<file path="config.mk">
export PLATFORM = sky130hd
export DESIGN_NAME = fitness_engine
export DESIGN_NICKNAME = d
export VERILOG_FILES = /design/src/rtl/fitness_engine.sv
export SDC_FILE = /design/constraint.sdc
export NUM_CORES = 1
export LEC_CHECK = 0
export CAP_MARGIN = 25
export CORE_MARGIN = 2
export CORE_UTILIZATION = 30
export CTS_BUF_LIST = sky130_fd_sc_hd__clkbuf_4 sky130_fd_sc_hd__clkbuf_8
export DETAILED_ROUTE_END_ITERATION = 10
export HOLD_SLACK_MARGIN = 0.08
export PLACE_DENSITY = 0.56
export SYNTH_ARGS = -nofsm -noshare
export SYNTH_HDL_FRONTEND = slang
export SYNTH_SLANG_ARGS = --single-unit
</file>
<file path="constraint.sdc">
create_clock -name clk -period 16.6 [get_ports clk]
set_input_delay 3.32 -clock clk [delete_from_list [all_inputs] [get_ports clk]]
set_output_delay 3.32 -clock clk [all_outputs]
set_load 0.02 [all_outputs]
</file>
<file path="src/rtl/fitness_engine.sv">
// Multi-lane GA fitness evaluator: scores LANES genes per cycle, returns the result
// over valid/ready and tracks the lowest fitness seen since clear/reset.
module fitness_engine #(
  parameter int GENOME_LENGTH = 28,
  parameter int GENE_WIDTH    = 8,
  parameter int LANES         = 4,
  parameter int FIT_WIDTH     = 13,
  parameter int TAG_WIDTH     = 8
) (
  input  logic                                     clk,
  input  logic                                     rst,
  input  logic                                     in_valid,
  output logic                                     in_ready,
  input  logic [1:0]                               mode,
  input  logic [TAG_WIDTH-1:0]                     tag,
  input  logic [GENOME_LENGTH-1:0][GENE_WIDTH-1:0] chromosome,
  input  logic [GENOME_LENGTH-1:0][GENE_WIDTH-1:0] target,
  output logic                                     out_valid,
  input  logic                                     out_ready,
  output logic [FIT_WIDTH-1:0]                     fitness,
  output logic [TAG_WIDTH-1:0]                     out_tag,
  input  logic                                     best_clear,
  output logic                                     best_valid,
  output logic [FIT_WIDTH-1:0]                     best_fitness,
  output logic [TAG_WIDTH-1:0]                     best_tag
);

  localparam int BEATS  = (GENOME_LENGTH + LANES - 1) / LANES;
  localparam int PAD_W  = BEATS * LANES * GENE_WIDTH;
  localparam int SHIFT  = LANES * GENE_WIDTH;
  localparam int BW     = (BEATS > 1) ? $clog2(BEATS) : 1;
  localparam logic [BW-1:0] LAST_BEAT = BW'(BEATS - 1);

  typedef enum logic [1:0] {IDLE, RUN, DONE} state_t;

  state_t               state_q, state_d;
  logic [PAD_W-1:0]     chrom_q, targ_q;
  logic [1:0]           mode_q;
  logic [TAG_WIDTH-1:0] tag_q;
  logic [BW-1:0]        beat_q;
  logic [FIT_WIDTH-1:0] acc_q, beat_sum;
  logic [FIT_WIDTH-1:0] fitness_q, best_fitness_q;
  logic [TAG_WIDTH-1:0] out_tag_q, best_tag_q;
  logic                 best_valid_q;
  logic                 accept, consume, last_beat;

  function automatic logic [FIT_WIDTH-1:0] lane_score(input logic [1:0] m,
                                                      input logic [GENE_WIDTH-1:0] c,
                                                      input logic [GENE_WIDTH-1:0] t);
    logic [GENE_WIDTH-1:0] x, d;
    x = c ^ t;
    d = (c >= t) ? (c - t) : (t - c);
    case (m)
      2'd1:    return FIT_WIDTH'($countones(x));
      2'd2:    return FIT_WIDTH'(d);
      default: return FIT_WIDTH'(c != t);
    endcase
  endfunction

  always_ff @(posedge clk or posedge rst) begin
    if (rst) state_q <= IDLE;
    else     state_q <= state_d;
  end

  always_comb begin
    state_d   = state_q;
    in_ready  = 1'b0;
    out_valid = 1'b0;
    case (state_q)
      IDLE: begin
        in_ready = 1'b1;
        if (in_valid) state_d = RUN;
      end
      RUN: begin
        if (beat_q == LAST_BEAT) state_d = DONE;
      end
      DONE: begin
        out_valid = 1'b1;
        in_ready  = out_ready;
        if (out_ready) state_d = in_valid ? RUN : IDLE;
      end
      default: state_d = IDLE;
    endcase
  end

  assign accept    = in_valid & in_ready;
  assign consume   = out_valid & out_ready;
  assign last_beat = (state_q == RUN) && (beat_q == LAST_BEAT);

  // Operands are zero-padded to a whole number of beats, so padded lanes
  // compare 0 against 0 and contribute nothing in every mode.
  always_comb begin
    beat_sum = '0;
    for (int l = 0; l < LANES; l++) begin
      beat_sum = beat_sum + lane_score(mode_q, chrom_q[l*GENE_WIDTH +: GENE_WIDTH],
                                       targ_q[l*GENE_WIDTH +: GENE_WIDTH]);
    end
  end

  always_ff @(posedge clk or posedge rst) begin
    if (rst) begin
      chrom_q   <= '0;
      targ_q    <= '0;
      mode_q    <= '0;
      tag_q     <= '0;
      beat_q    <= '0;
      acc_q     <= '0;
      fitness_q <= '0;
      out_tag_q <= '0;
    end else if (accept) begin
      chrom_q <= PAD_W'(chromosome);
      targ_q  <= PAD_W'(target);
      mode_q  <= mode;
      tag_q   <= tag;
      beat_q  <= '0;
      acc_q   <= '0;
    end else if (state_q == RUN) begin
      chrom_q <= chrom_q >> SHIFT;
      targ_q  <= targ_q >> SHIFT;
      acc_q   <= acc_q + beat_sum;
      beat_q  <= beat_q + 1'b1;
      if (last_beat) begin
        fitness_q <= acc_q + beat_sum;
        out_tag_q <= tag_q;
      end
    end
  end

  // A clear coinciding with a consume makes the consumed result the new best.
  always_ff @(posedge clk or posedge rst) begin
    if (rst) begin
      best_valid_q   <= 1'b0;
      best_fitness_q <= '0;
      best_tag_q     <= '0;
    end else if (consume && (best_clear || !best_valid_q || fitness_q < best_fitness_q)) begin
      best_valid_q   <= 1'b1;
      best_fitness_q <= fitness_q;
      best_tag_q     <= out_tag_q;
    end else if (best_clear) begin
      best_valid_q   <= 1'b0;
      best_fitness_q <= '0;
      best_tag_q     <= '0;
    end
  end

  assign fitness      = fitness_q;
  assign out_tag      = out_tag_q;
  assign best_valid   = best_valid_q;
  assign best_fitness = best_fitness_q;
  assign best_tag     = best_tag_q;

endmodule

</file>
==> results of run 1 <==
==> cell usage in the layout (no fill, tap or decap), drive strengths merged, types with 27 or more instances in the layout <==
cell | synthesis | final
buf | 70 | 27
a22oi | 379 | 379
o21ai | 115 | 115
clkdlybuf4s50 | 0 | 507
a21oi | 43 | 43
nand3 | 82 | 82
ha | 104 | 104
fa | 47 | 47
inv | 143 | 146
dfrtp | 519 | 519
nand2 | 878 | 878
clkbuf | 106 | 152
nor2 | 39 | 39
==> stage by stage <==
stage | hold slack (ps) | power, mW
floorplan | 441.7 | 5.620
global placement | 456.9 | 7.071
detailed placement | 462.5 | 7.179
CTS | 477.0 | 8.560
global route | 491.6 | 9.290
finish | 470.4 | 8.460
==> per-layer routing <==
metal	wire, microns	vias to the layer above	GRT usage
met1	38160	10761	0.2605
met3	7373	145	0.05936
met5	252	-	0
met4	1885	38	0.07359
li1	-	10385	-
met2	44540	520	0.3280
==> layout make-up <==
type	count	area, sq um	share of cell area
tap	1144	1431	0.04196
clock inverter	16	143.9	0.004218
sequential	519	12990	0.3807
clock buffer	152	1929	0.05655
antenna	25	62.56	0.001834
timing repair buffer	534	5355	0.1570
multi-input combinational	1928	11660	0.3419
inverter	143	540.5	0.01584
==> final timing paths <==
kind | slack [ps] | to
setup reg to reg | 9590 | fitness[11]$_DFFE_PP0P_
setup / recovery | 8370 | in_ready
hold / removal | 470 | chrom_q[127]$_DFFE_PP0P_
hold reg to reg | 470 | chrom_q[127]$_DFFE_PP0P_
min in group asynchronous | 3250 | best_fitness[4]$_DFFE_PP0P_
max in group asynchronous | 10330 | targ_q[170]$_DFFE_PP0P_
==> cell families (layout without fill, tap and decap cells) <==
family | count (synthesis) | count (layout) | share of synthesized area
simple gates | 1075 | 1075 | 0.1682
fa+ha+maj | 151 | 151 | 0.08663
other cells | 0 | 25 | 0
compound gates | 636 | 636 | 0.1700
flops | 519 | 519 | 0.5018
xor+xnor | 34 | 34 | 0.01151
buf+inv | 319 | 845 | 0.04892
mux | 32 | 32 | 0.01291
==> worst register-to-register path: stages (launching register included) <==
cell	delay [ps]
dfrtp_1	360
inv_1	60
ha_1	410
fa_1	570
inv_1	50
fa_1	470
inv_1	50
fa_1	470
inv_1	40
ha_1	210
fa_1	470
nand2_1	60
o21ai_0	150
fa_1	590
inv_1	50
fa_1	450
fa_1	490
inv_1	40
ha_1	210
inv_1	90
fa_1	260
nor2b_4	60
o31a_1	270
or4_4	430
a211o_1	330
xnor2_1	160
o21ai_0	90
==> power breakdown <==
part           leakage (nW)  internal [mW]  switching [mW]
logic                  8.43           1.97            2.95
registers              6.64           1.83           0.382
clock network          1.11          0.753           0.580
==> state kept, by name, indices dropped and copies added, names as in the netlist <==
register,flops
chrom_q,224
targ_q,224
acc_q,13
best_fitness,13
fitness,13
best_tag,8
out_tag,8
tag_q,8
beat_q,3
mode_q,2
state_q,2
best_valid,1
==> metrics.txt, run 1 <==
vias in the first global route=22250; worst slew pin tran=1004 ps; post-synthesis sequential area ratio=0.5018; Synth Area per Inst=9.357 sq um; Crit path top cell by count=clkdlybuf4s50_1; Cell variety after synth=49; Clock Skew=31.51 ps; area of placed instances=31920 sq um; Num CTS Buffers=96; core area=85280 sq um; via count=21849; antenna violations before repair=46; # rows=107; GRT Overall Usage=0.2040; fin crit share=0.4957; Syn Inst Count=2766; largest net degree at the start of global routing=180; total global routing overflow=0; most frequent cell after synthesis=nand2_1; share of the synthesized area in the top cell type=0.5018; Final Instance Area=34120 sq um; Lkg Pwr=16.18 nW; CP required=13280 ps; Yosys reg bits=519; slowest stage delay, CP=680 ps; Max Clk Rate=121.5 MHz; post-route ant nets=0; yosys warns=0; Initial Utilization=0.3035; CP arrival=4910 ps; post-layout min period=8229 ps; CTS H-tree lvls=3; Max Cap Viol=0; Setup-failing EPs final=0; global-route wire length before repair=137800 microns; Post-synth EDFFs=0; main area contributors after synthesis=dfrtp_1, nand2_1, a22oi_1; cell family with most CP delay=buffers and inverters; r2r worst-path depth=26; Layout Cells excl Fill=4461; WL final=92220 microns; CTS clock-pin slew for the worst setup and hold paths=60 ps; Max-Slew Margin vs Limit=0.3307; Crit path depth=4; Clock Latency Late Sink=700 ps; DIE AREA=88630 sq um; CP max FO=4; # Post-CTS Setup Buffers=0; max-slew violations=0; DRT Pass-1 Iters=7; Yosys top cell by area=dfrtp_1; run status=finished clean; clock buffer depth=3; post-route setup slack=8371 ps; residual DRC count=0; Iteration-0 DRC Markers=1645; share of cells above drive strength 1=0.06865; Vias/cell=4.898; final hold vios=0; CTS Hold Bufs=0; Main synth FF type=dfrtp_1; Worst R2R Start=chrom_q[27]$_DFFE_PP0P_; CTS Root Cell=clkbuf_8; Hold Crit Depth=2; CTS tree=built; placed insts=4266; Crit Path Category=in2out; Post-Syn Area=25880 sq um; Crit. Startpoint=out_ready; CP Capture Type=output pin; DR WL/cell=20.67 microns; CP Cell Sequence=clkdlybuf4s50_1 -> inv_1 -> a21oi_1 -> clkdlybuf4s50_1; Power Dens Cells=248.0 nW/um^2; Post-Place Worst Slack=8375 ps; Syn Nets=3380; Peak VDD IR=402.2 uV; Nets=3836; RSZ-0062 raised after global routing=no; slowest CP cell=clkdlybuf4s50_1; Layout area overhead=31.82%; Setup crit start kind=input port; die width=297.7 microns; post-CTS sizing=0; final-layout fill cell count=8731; fraction of registers with async set/reset=1.000; CP Buf/Inv Count=3; I/O pins=508; Commonest cells post-synth=nand2_1, dfrtp_1, a22oi_1; IO Port Bufs=507; Final Util=0.4000; hpwl dp=66070 microns; TNS Setup=0 ps; hold_sp=chrom_q[127]$_DFFE_PP0P_; Chip Height=297.7 microns; # clock sinks=519; routability cong.=0.8764; Min-Delay Path Class=reg2reg
Power figures use the tool's default switching activity.
==> run 2, diff against run 1 <==
PLACE_DENSITY = 0.54   (was 0.56)
clock period = 7.7 ns   (was 16.6 ns; I/O delays follow)
==> run 2 against run 1 <==
Net effect: die area did not move; power rose by 110%; core utilization rose by 0.15 points; flip-flop and latch count did not move; count of clock-buffer cells in the layout rose by 1; worst setup slack got worse by 7600 ps; final area rose by 0.36%; critical endpoint is now fitness[11]$_DFFE_PP0P_; largest cell class unchanged.
==> metrics.txt, run 2 (synthesis gave the netlist of run 1 again) <==
largest net degree at the start of global routing=170; # Post-CTS Setup Buffers=0; CTS clock-pin slew for the worst setup and hold paths=60 ps; Lkg Pwr=16.24 nW; DR WL/cell=20.95 microns; final hold vios=0; # rows=107; run status=finished clean; cell family with most CP delay=adder cells; Num CTS Buffers=98; core area=85280 sq um; Iteration-0 DRC Markers=1735; final-layout fill cell count=8709; Nets=3834; Max Cap Viol=0; fin crit share=0.9063; Setup-failing EPs final=0; WL final=93440 microns; Setup crit start kind=register; Clock Latency Late Sink=710 ps; Chip Height=297.7 microns; placed insts=4264; post-route ant nets=0; TNS Setup=0 ps; CTS H-tree lvls=3; slowest CP cell=fa_1; CP Buf/Inv Count=7; residual DRC count=0; Crit path top cell by count=fa_1; Max-Slew Margin vs Limit=0.3346; CTS tree=built; # clock sinks=519; antenna violations before repair=39; Vias/cell=4.916; post-CTS sizing=0; via count=21932; Clock Skew=33.80 ps; CTS Hold Bufs=0; IO Port Bufs=507; Peak VDD IR=489.9 uV; GRT Overall Usage=0.2070; CTS Root Cell=clkbuf_8; CP Capture Type=register; Crit Path Category=reg2reg; CP max FO=8; DIE AREA=88630 sq um; global-route wire length before repair=139900 microns; Layout Cells excl Fill=4461; most common cell after layout, fill and taps aside=nand2_1; CP arrival=7600 ps; Power Dens Cells=528.0 nW/um^2; I/O pins=508; max-slew violations=0; die width=297.7 microns; post-route setup slack=721.7 ps; hpwl dp=66860 microns; Max Clk Rate=143.3 MHz; vias in the first global route=22058; Min-Delay Path Class=reg2reg; worst slew pin tran=998.2 ps; slowest stage delay, CP=590 ps; clock buffer depth=3; routability cong.=0.8749; total global routing overflow=0; Post-Place Worst Slack=726.7 ps; CP required=8320 ps; share of cells above drive strength 1=0.07147; Layout area overhead=32.29%; post-layout min period=6978 ps; Initial Utilization=0.3035; most frequent cells in the layout=nand2_1, dfrtp_1, clkdlybuf4s50_1; RSZ-0062 raised after global routing=no; DRT Pass-1 Iters=6; largest registers=chrom_q x224, targ_q x224
==> run 2: cell count changes in the layout (fill, tap and decap cells not counted), sizes merged <==
cell,change
clkinv,+8
clkinvlp,+2
inv,+1
clkbuf,+1
bufinv,+2
diode,-10
buf,-4
==> run 2: worst paths after layout <==
path	start	end	slack (ps)	cells past startpoint
setup / recovery	chrom_q[27]$_DFFE_PP0P_	fitness[11]$_DFFE_PP0P_	720	26
hold / removal	chrom_q[140]$_DFFE_PP0P_	chrom_q[140]$_DFFE_PP0P_	470	2
setup reg to reg	chrom_q[27]$_DFFE_PP0P_	fitness[11]$_DFFE_PP0P_	720	26
hold reg to reg	chrom_q[140]$_DFFE_PP0P_	chrom_q[140]$_DFFE_PP0P_	470	2
max in group asynchronous	rst	targ_q[54]$_DFFE_PP0P_	5070	4
min in group asynchronous	rst	tag_q[4]$_DFFE_PP0P_	1230	2
==> run 2: layout make-up <==
cell class              instances  area, sq um  area share
well taps                    1144         1431     0.04181
inverters                     143        540.5     0.01579
clock buffers                 153         1937     0.05657
diodes                         15        37.54    0.001096
flip-flops and latches        519        12990      0.3793
clock inverters                29        280.3    0.008186
repair buffers                530         5360      0.1566
multi-input cells            1928        11660      0.3407
==> run 2: worst register-to-register path, cell delays in order, from the launching register on <==
cell,delay [ps]
dfrtp_1,340
inv_1,60
ha_1,410
fa_1,580
inv_1,60
fa_1,480
inv_1,50
fa_1,470
inv_1,40
ha_1,210
fa_1,470
nand2_1,60
o21ai_0,140
fa_1,590
inv_1,50
fa_1,450
fa_1,490
inv_1,40
ha_1,210
inv_1,90
fa_1,260
nor2b_4,60
o31a_1,270
or4_4,430
a211o_1,320
xnor2_1,130
o21ai_0,140
==> run 2: through the flow <==
stage	total power, mW	cell area, sq um	utilization	hold slack (ps)
CTS	18.27	34200	0.4010	477.1
global placement	15.02	31980	0.3751	457.7
finish	18.08	34240	0.4015	472.2
detailed placement	15.13	31980	0.3751	460.8
floorplan	12.12	25880	-	441.7
global route	19.90	34230	0.4014	491.8
==> run 2: per-layer routing <==
layer  wire [microns]  up-vias  track usage
li1                 -    10387            -
met1            39560    10783       0.2724
met2            44540      554       0.3308
met3             7126      162      0.05907
met4             1914       46      0.05976
met5              296        -            0
==> run 2: power by group <==
| part | switching [mW] | leakage, nW | internal (mW) |
|---|---|---|---|
| clock | 1.30 | 1.18 | 1.72 |
| sequential | 0.773 | 6.64 | 3.94 |
| combinational | 6.15 | 8.42 | 4.19 |
==> edit: new RTL, flow settings as in run 1 <==
Change the parameter `FIT_WIDTH` from 13 to 17.
--- a/src/rtl/fitness_engine.sv
+++ b/src/rtl/fitness_engine.sv
@@ -4,7 +4,7 @@
   parameter int GENOME_LENGTH = 28,
   parameter int GENE_WIDTH    = 8,
   parameter int LANES         = 4,
-  parameter int FIT_WIDTH     = 13,
+  parameter int FIT_WIDTH     = 17,
   parameter int TAG_WIDTH     = 8
 ) (
   input  logic                                     clk,
Interface: changed (resized best_fitness and fitness); port bits go from 508 to 516. The function was not compared with the original's and may differ.
==> edit against run 1 <==
  * Design area rose by 3.6%
  * Sequential cell count increased by 12
  * Combinational power rose by 1%
  * Wire length rose by 2.3%
  * Critical path type unchanged
  * Power rose by 1.1%
  * Sequential power up 4%
  * Worst setup slack better by 0.0080 ns
  * Critical path depth did not move
  * Critical endpoint unchanged
  * Clock skew is 0.0088 ns lower
  * First-iteration DRC count is 3.9% higher
  * Register-to-register slack got worse by 0.13 ns
  * Largest cell class unchanged
  * Area after synthesis is 4.9% higher
  * Maximum frequency is essentially flat
==> edit: results (changes against run 1) <==
first_iter_violations: 1709  # +3.9%
leakagePower_uw: 0.01684  # +4.1%
r2r_cells: 25  # -3.8%
synth_area_per_cell_um2: 9.140  # -2.3%
synth_nets: 3587  # +6.1%
antenna_found_initial: 31  # -33%
cts_buffers: 95  # -1.0%
slew_headroom_pct: 29.23  # -3.8 points
synth-compound-area-share_pct: 17.20  # +0.20 points
track_usage_pct: 20.05  # -0.35 points
synth-xor-area-share_pct: 0.7423  # -0.41 points
placed_cells: 4499  # +5.5%
worstHoldStart: "chrom_q[137]"
worstPathArrival_ns: 4.90  # about the same
first_pass_iters: 6  # -1
synth_mux_area_share_pct: 1.263  # -0.027 points
fillers: 9140  # +4.7%
wl_per_cell_um: 20.12  # -2.7%
finalClockSkew_ns: 0.02268  # -0.008837 ns
vdd_ir_drop_max_mv: 0.3301  # -18%
ys_seq_area_share_pct: 48.96  # -1.2 points
clkTransAtPathRegs_ns: 0.05
whs_endpoint: "chrom_q[137]"
drive_above_1_share_pct: 6.393  # -0.47 points
regToRegSetupSlack_ns: 9.46  # -0.13 ns
cp_slowest_cell: "clkdlybuf4s50_1"
cts_root_buf: "clkbuf_8"
hold_path.class: "reg -> reg"
grt_pass1_wl_um: 142900  # +3.7%
grt_max_degree: 172  # -4.4%
timing.rr.start: "chrom_q[27]"
synth_warnings: 0  # unchanged
synth_common_cells: "1006 x nand2_1, 531 x dfrtp_1, 385 x a22oi_1"
cts_max_level: 3  # unchanged
powerDensity_nw_per_um2: 241.8  # -2.5%
num_vias: 23040  # +5.4%
dp_hpwl_um: 67140  # +1.6%
r2r_end: "acc_q[15]"
cts_resized: 0  # unchanged
synth_top_family_by_area: "simple AND/OR/NAND/NOR gates"
place.gp.congestion: 0.8898  # +1.5%
port_buffers: 515  # +1.6%
synthAdderAreaFrac_pct: 8.447  # -0.22 points
yosys.cell_types.count: 72  # +47%
path_max_fanout: 3  # -1
status: "finished, final reports clean"
nets: 4042  # +5.4%
synth_area_leaders: "dfrtp_1 49%, nand2_1 14%, a22oi_1 11%"
via_per_inst: 4.915  # +0.35%
==> edit: changes by cell type after synthesis, sizes merged, moves of 10 or more <==
cell,change
nand2,+129
dfrtp,+12
a31oi,-15
a21oi,+10
nor2,+11
inv,+15
o21ai,-40
clkbuf,+11
==> edit: worst max path at each step <==
stage / endpoint / slack (ns) / startpoint
2_1_floorplan: acc_q[0] / 6.06 / rst
3_3_place_gp: in_ready / 8.41 / out_ready
3_5_place_dp: in_ready / 8.38 / out_ready
4_1_cts: in_ready / 8.38 / out_ready
5_1_grt: in_ready / 8.32 / out_ready
6_report: in_ready / 8.38 / out_ready
==> edit: final cells by class <==
cell class	count	area, um2	area share [%]
Sequential cell	531	13290	37.58
Multi-Input combinational cell	2095	12530	35.43
Timing Repair Buffer	543	5458	15.44
Clock buffer	147	1836	5.191
Tap cell	1176	1471	4.161
Inverter	158	596.8	1.688
Clock inverter	14	125.1	0.3539
Antenna cell	23	57.56	0.1628
==> edit: where the power goes <==
part	switching, uW	internal, uW
clock	575	716
sequential	417	1870
combinational	2990	1980
==> edit: layer usage <==
metal	track usage, %	wire (um)	up-vias
li1	-	-	11090
met1	26.09	40430	11170
met2	32.47	45690	603
met3	4.311	5365	163
met4	7.967	2741	14
met5	0	90	-
==> edit: stage by stage <==
stage	hold WS, ns	cell area, um2	util (%)	setup slack, ns	power, uW
floorplan	0.4417	27140	-	6.062	5811
global placement	0.4572	33230	36.98	8.406	7212
detailed placement	0.4627	33250	37.00	8.383	7309
CTS	0.4772	35210	39.18	8.379	8648
global route	0.4921	35350	39.33	8.315	9431
finish	0.4735	35360	39.34	8.379	8550
==> edit: worst min-delay path, cell delays in order, from the launching register on <==
cell     delay [ns]
dfrtp_1        0.34
nand2_1        0.05
nand2_1        0.06
